<file path="src/rtl/riscv_pkg.sv">
// Shared RV32I opcode constants, format encoding and pipeline entry type.
// Imported by the decode stage and its immediate generator.
package riscv_pkg;

    localparam logic [6:0] OP_REG    = 7'b0110011;
    localparam logic [6:0] OP_IMM    = 7'b0010011;
    localparam logic [6:0] OP_LOAD   = 7'b0000011;
    localparam logic [6:0] OP_JALR   = 7'b1100111;
    localparam logic [6:0] OP_SYSTEM = 7'b1110011;
    localparam logic [6:0] OP_FENCE  = 7'b0001111;
    localparam logic [6:0] OP_STORE  = 7'b0100011;
    localparam logic [6:0] OP_BRANCH = 7'b1100011;
    localparam logic [6:0] OP_LUI    = 7'b0110111;
    localparam logic [6:0] OP_AUIPC  = 7'b0010111;
    localparam logic [6:0] OP_JAL    = 7'b1101111;

    typedef enum logic [2:0] {
        FMT_R   = 3'd0,
        FMT_I   = 3'd1,
        FMT_S   = 3'd2,
        FMT_B   = 3'd3,
        FMT_U   = 3'd4,
        FMT_J   = 3'd5,
        FMT_ILL = 3'd7
    } fmt_e;

    typedef struct packed {
        logic        valid;
        logic [31:0] instr;
        logic [31:0] pc;
    } entry_t;

    // Opcode includes instr[1:0], so compressed encodings fall to FMT_ILL.
    function automatic fmt_e decode_fmt(input logic [6:0] opcode);
        fmt_e f;
        f = FMT_ILL;
        unique case (opcode)
            OP_REG:    f = FMT_R;
            OP_IMM:    f = FMT_I;
            OP_LOAD:   f = FMT_I;
            OP_JALR:   f = FMT_I;
            OP_SYSTEM: f = FMT_I;
            OP_FENCE:  f = FMT_I;
            OP_STORE:  f = FMT_S;
            OP_BRANCH: f = FMT_B;
            OP_LUI:    f = FMT_U;
            OP_AUIPC:  f = FMT_U;
            OP_JAL:    f = FMT_J;
            default:   f = FMT_ILL;
        endcase
        return f;
    endfunction

endpackage

</file>
<file path="src/rtl/imm_gen.sv">
// RV32I immediate generator: sign-extended immediate from instruction bits
// and the already-decoded format.
module imm_gen
    import riscv_pkg::*;
(
    input  logic [31:7] instr,
    input  fmt_e        fmt,
    output logic [31:0] imm
);

    always_comb begin
        imm = '0;
        unique case (fmt)
            FMT_I: imm = {{20{instr[31]}}, instr[31:20]};
            FMT_S: imm = {{20{instr[31]}}, instr[31:25], instr[11:7]};
            FMT_B: imm = {{19{instr[31]}}, instr[31], instr[7],
                          instr[30:25], instr[11:8], 1'b0};
            FMT_U: imm = {instr[31:12], 12'b0};
            FMT_J: imm = {{11{instr[31]}}, instr[31], instr[19:12],
                          instr[20], instr[30:21], 1'b0};
            default: imm = '0;
        endcase
    end

endmodule

</file>
<file path="src/rtl/instr_decode_stage.sv">
// Decode stage: two-entry main/skid buffer feeding an RV32I field decoder.
// in_ready depends only on registered skid state, never on out_ready.
module instr_decode_stage
    import riscv_pkg::*;
(
    input  logic        clk,
    input  logic        reset,
    input  logic        in_valid,
    input  logic [31:0] in_instr,
    input  logic [31:0] in_pc,
    output logic        in_ready,
    input  logic        flush,
    output logic        out_valid,
    input  logic        out_ready,
    output logic [31:0] out_pc,
    output logic [6:0]  out_opcode,
    output logic [4:0]  out_rd,
    output logic [4:0]  out_rs1,
    output logic [4:0]  out_rs2,
    output logic [2:0]  out_funct3,
    output logic [6:0]  out_funct7,
    output logic [31:0] out_imm,
    output logic [2:0]  out_fmt,
    output logic        out_illegal
);

    entry_t      main_q;
    entry_t      skid_q;
    logic        accept;
    logic        drain;
    logic        main_free;
    fmt_e        fmt;
    logic [31:0] imm;

    assign in_ready  = ~skid_q.valid & ~reset;
    assign accept    = in_valid & in_ready & ~flush;
    assign drain     = main_q.valid & out_ready;
    assign main_free = ~main_q.valid | drain;

    always_ff @(posedge clk or posedge reset) begin
        if (reset) begin
            main_q <= '0;
            skid_q <= '0;
        end else if (flush) begin
            main_q.valid <= 1'b0;
            skid_q.valid <= 1'b0;
        end else if (main_free) begin
            if (skid_q.valid) begin
                main_q       <= skid_q;
                skid_q.valid <= accept;
                if (accept) begin
                    skid_q.instr <= in_instr;
                    skid_q.pc    <= in_pc;
                end
            end else begin
                main_q.valid <= accept;
                if (accept) begin
                    main_q.instr <= in_instr;
                    main_q.pc    <= in_pc;
                end
            end
        end else if (accept) begin
            // Main is stalled, so the new word parks in skid.
            skid_q.valid <= 1'b1;
            skid_q.instr <= in_instr;
            skid_q.pc    <= in_pc;
        end
    end

    assign fmt = decode_fmt(main_q.instr[6:0]);

    imm_gen u_imm_gen (
        .instr (main_q.instr[31:7]),
        .fmt   (fmt),
        .imm   (imm)
    );

    always_comb begin
        out_valid   = main_q.valid;
        out_pc      = '0;
        out_opcode  = '0;
        out_rd      = '0;
        out_rs1     = '0;
        out_rs2     = '0;
        out_funct3  = '0;
        out_funct7  = '0;
        out_imm     = '0;
        out_fmt     = '0;
        out_illegal = 1'b0;
        if (main_q.valid) begin
            out_pc      = main_q.pc;
            out_opcode  = main_q.instr[6:0];
            out_rd      = main_q.instr[11:7];
            out_rs1     = main_q.instr[19:15];
            out_rs2     = main_q.instr[24:20];
            out_funct3  = main_q.instr[14:12];
            out_funct7  = main_q.instr[31:25];
            out_imm     = imm;
            out_fmt     = fmt;
            out_illegal = (fmt == FMT_ILL);
        end
    end

endmodule

</file>
<file path="config.mk">
export PLATFORM = sky130hd
export DESIGN_NAME = instr_decode_stage
export DESIGN_NICKNAME = d
export VERILOG_FILES = /design/src/rtl/riscv_pkg.sv /design/src/rtl/imm_gen.sv /design/src/rtl/instr_decode_stage.sv
export SDC_FILE = /design/constraint.sdc
export NUM_CORES = 1
export LEC_CHECK = 0
export BUFFER_PORTS_ARGS = -buffer_cell sky130_fd_sc_hd__buf_2
export CORE_MARGIN = 2
export CORE_UTILIZATION = 40
export CTS_CLUSTER_SIZE = 28
export DETAILED_ROUTE_END_ITERATION = 10
export GPL_ROUTABILITY_DRIVEN = 1
export MAX_ROUTING_LAYER = met4
export SLEW_MARGIN = 0
export SYNTH_ARGS = -nofsm -noshare
export SYNTH_HDL_FRONTEND = slang
export SYNTH_SLANG_ARGS = --single-unit
export TNS_END_PERCENT = 20
</file>
<file path="constraint.sdc">
create_clock -name clk -period 5 [get_ports clk]
set_input_delay 0.5 -clock clk [delete_from_list [all_inputs] [get_ports clk]]
set_output_delay 0.5 -clock clk [all_outputs]
set_load 0.005 [all_outputs]
</file>
==> impl_metrics.ini <==
[timing]
relSlewSlack_pct = 20.8
setup_viol = 0
hold_viol_final = 0
period_minus_slack_ps = 4240
finalCritPeriodShare_pct = 84.8
fin_skew_ps = 5.98
final_max_slew_viol_count = 0
rsz0062_at_grt = no
setup_tns_ps = 0
tightestPinTransition_ps = 1190
fmax_mhz = 236

[pwr]
power_density_mw_per_mm2 = 352
p_switching_mw = 0.760
pwr-share-seq_pct = 47.1
p_int_mw = 2.13
p_total_mw = 2.89
power_frac_clock_pct = 39.4
power_frac_comb_pct = 13.5
p_leak_nw = 3.88
ir_worst_vdd_mv = 0.217
sw_frac_of_total_pct = 26.3

[worst_hold_path]
hold_path_class = input pin to asynchronous set/reset pin

[clocking]
cts.clk_slew.worst_paths_ps = 50
ctsResizeCount = 0
clockBufferDepth = 2
cts_made_buffers = 17
postCtsSetupBuffers = 0
htree_levels = 4
cts_sinks = 130
insertion_delay_ps = 410
cts-root-buf = clkbuf_16
holdBufCountCts = 0
cts_tree = yes

[layout]
drive_gt1_share_pct = 38.3
layout_commonest_cell = buf_2
layout_common_cells = buf_2 (170), dfrtp_1 (128), nand2_1 (88)
syn_to_final_growth_pct = 23.1
nNetsFinal = 843
nFillCells = 1566
diodes = 0
fin_util_pct = 49.9

[global_routing]
grt_pass1_vias = 5109
antenna_found_initial = 0
grt-ovfl-total = 0
grt_pass1_wl_microns = 26500
track_usage_pct = 19.4
grt_max_degree = 129

[route]
totalWireLength_microns = 16500
dr_wl_met3_microns = 885
topRoutingLayerUsed = met4
wl_per_cell_microns = 16.4
ant_nets = 0
drcViolationCount = 0
drt_iter0_drc = 168
avgViaCountPerCell = 5.13
drt-met1-wl_microns = 7310
num_vias = 5143
route.met2.wl_microns = 8070
firstDrtPassIters = 4

[yosys]
avgSynthCellArea_sq_um = 10.7
netlist_area_sq_mm = 0.00667
yosysSeqAreaShare_pct = 48.7
synthCells = 623
synth-async-reset-ratio_pct = 100
syn-num-nets = 693
synth_enable_flop_cells = 0
synth_cell_types = 46
ys.flop_type = dfrtp_1
synth_seq_cells = 130
yosysWarnings = 0

[placement]
gp_congestion = 0.870
port_buffers = 170
dp_hpwl_microns = 11000

[worst_setup_path]
startpoint = main_q[37]
cp_top_family = compound AO/OA/AOI/OAI gates
worstPathRequired_ps = 4500
worstSetupStartpointType = flop
end_kind = output pin
timing.rr.start = skid_q[64]
max_stage_delay_ps = 840
cp.depth = 11
reg2reg_slack_ps = 2570
crit_arrival_ps = 3740
path_buf_inv = 3
worstPathCellList = and4b_1, o21ai_1, nor2_2, inv_2, ha_1, inv_1, o311ai_1, a21oi_4, a21oi_4, nor4_1, buf_2
slowest_stage = a21oi_4
path_class = flop to output pin
path_common_cell = a21oi_4
r2r_cells = 3
crit_fanout = 27

[floorplan]
floorplan.initialDensity_pct = 40.5
fp.coreArea_sq_mm = 0.0165
ios = 171
fp.dieH_microns = 133
dieArea_sq_mm = 0.0177
rows = 47
die_w_microns = 133

[run]
drv_cap = 0

[outcome]
status = complete, no violations
-- worst register-to-register path: stages, from the launching register on --
cell     delay [ps]
dfrtp_4         620
nor2_1          290
nand3_4         790
mux2_2          620
-- registers in the layout (all words and copies together) (netlist names) --
signal and cells:
skid_q 65, out_valid 1, main_q 64
-- Yosys cell counts, drive strengths merged (2+ instances only) --
master	count	area [sq um]
buf	15	82.6
nor2b	4	25.0
nor4	8	56.3
nand2	88	330
inv	15	56.3
mux2i	64	641
a211oi	21	263
and2	67	419
dfrtp	130	3250
o21a	2	15.0
nand4	4	31.3
a32oi	4	35.0
a21oi	7	57.6
o21ai	69	345
and3	2	12.5
clkbuf	27	101
nand3	4	20.0
nor2	9	36.3
mux2	65	736
a31oi	2	25.0
-- final cells by class --
class                   instances  area, sq um  share of cell area (%)
clock buffers                  23          478                    5.82
repair buffers                173          873                    10.6
well taps                     220          275                    3.35
clock inverters                 6         57.6                   0.701
inverters                      15         61.3                   0.746
flip-flops and latches        130         3260                    39.7
multi-input cells             436         3210                    39.1
-- per-stage QoR --
stage | std cells | worst slack, ps | area (sq um) | hold slack [ps]
3_5_place_dp | 974 | 1290 | 7680 | 465
5_1_grt | 1003 | 535 | 8210 | 233
6_report | 1003 | 762 | 8210 | 172
4_1_cts | 1003 | 820 | 8210 | 201
2_1_floorplan | 623 | 224 | 6670 | 442
3_3_place_gp | 974 | 1400 | 7680 | 456
-- layer usage --
layer,vias to the layer above,global-route usage (%)
li1,2466,-
met3,16,4.41
met5,-,-
met4,0,6.50
met1,2516,24.4
met2,145,31.3
-- power groups by stage --
stage | combinational, mW | clock, mW | sequential (mW)
2_1_floorplan | 0.288 | 0 | 1.33
3_3_place_gp | 0.381 | 0 | 1.36
3_5_place_dp | 0.396 | 0 | 1.38
4_1_cts | 0.397 | 1.17 | 1.36
5_1_grt | 0.444 | 1.21 | 1.38
6_report | 0.390 | 1.14 | 1.36
-- logic make-up (layout without fill, tap and decap cells) --
kind of cell / Yosys count / after routing / synth area share, %
buffers and inverters: 57 / 217 / 3.60
muxes: 129 / 129 / 20.6
DFF: 130 / 130 / 48.7
adders and majority gates: 1 / 1 / 0.187
and+or+nand+nor: 195 / 195 / 14.9
AOI/OAI and AO/OA: 111 / 111 / 11.9
-- worst paths after layout --
path | endpoint
worst min-delay path | main_q[29]
worst max register to register | skid_q[47]
min in group clk | out_valid
worst max-delay path | out_imm[7]
worst min register to register | main_q[19]
max in group asynchronous | main_q[2]
Power figures use the tool's default switching activity.
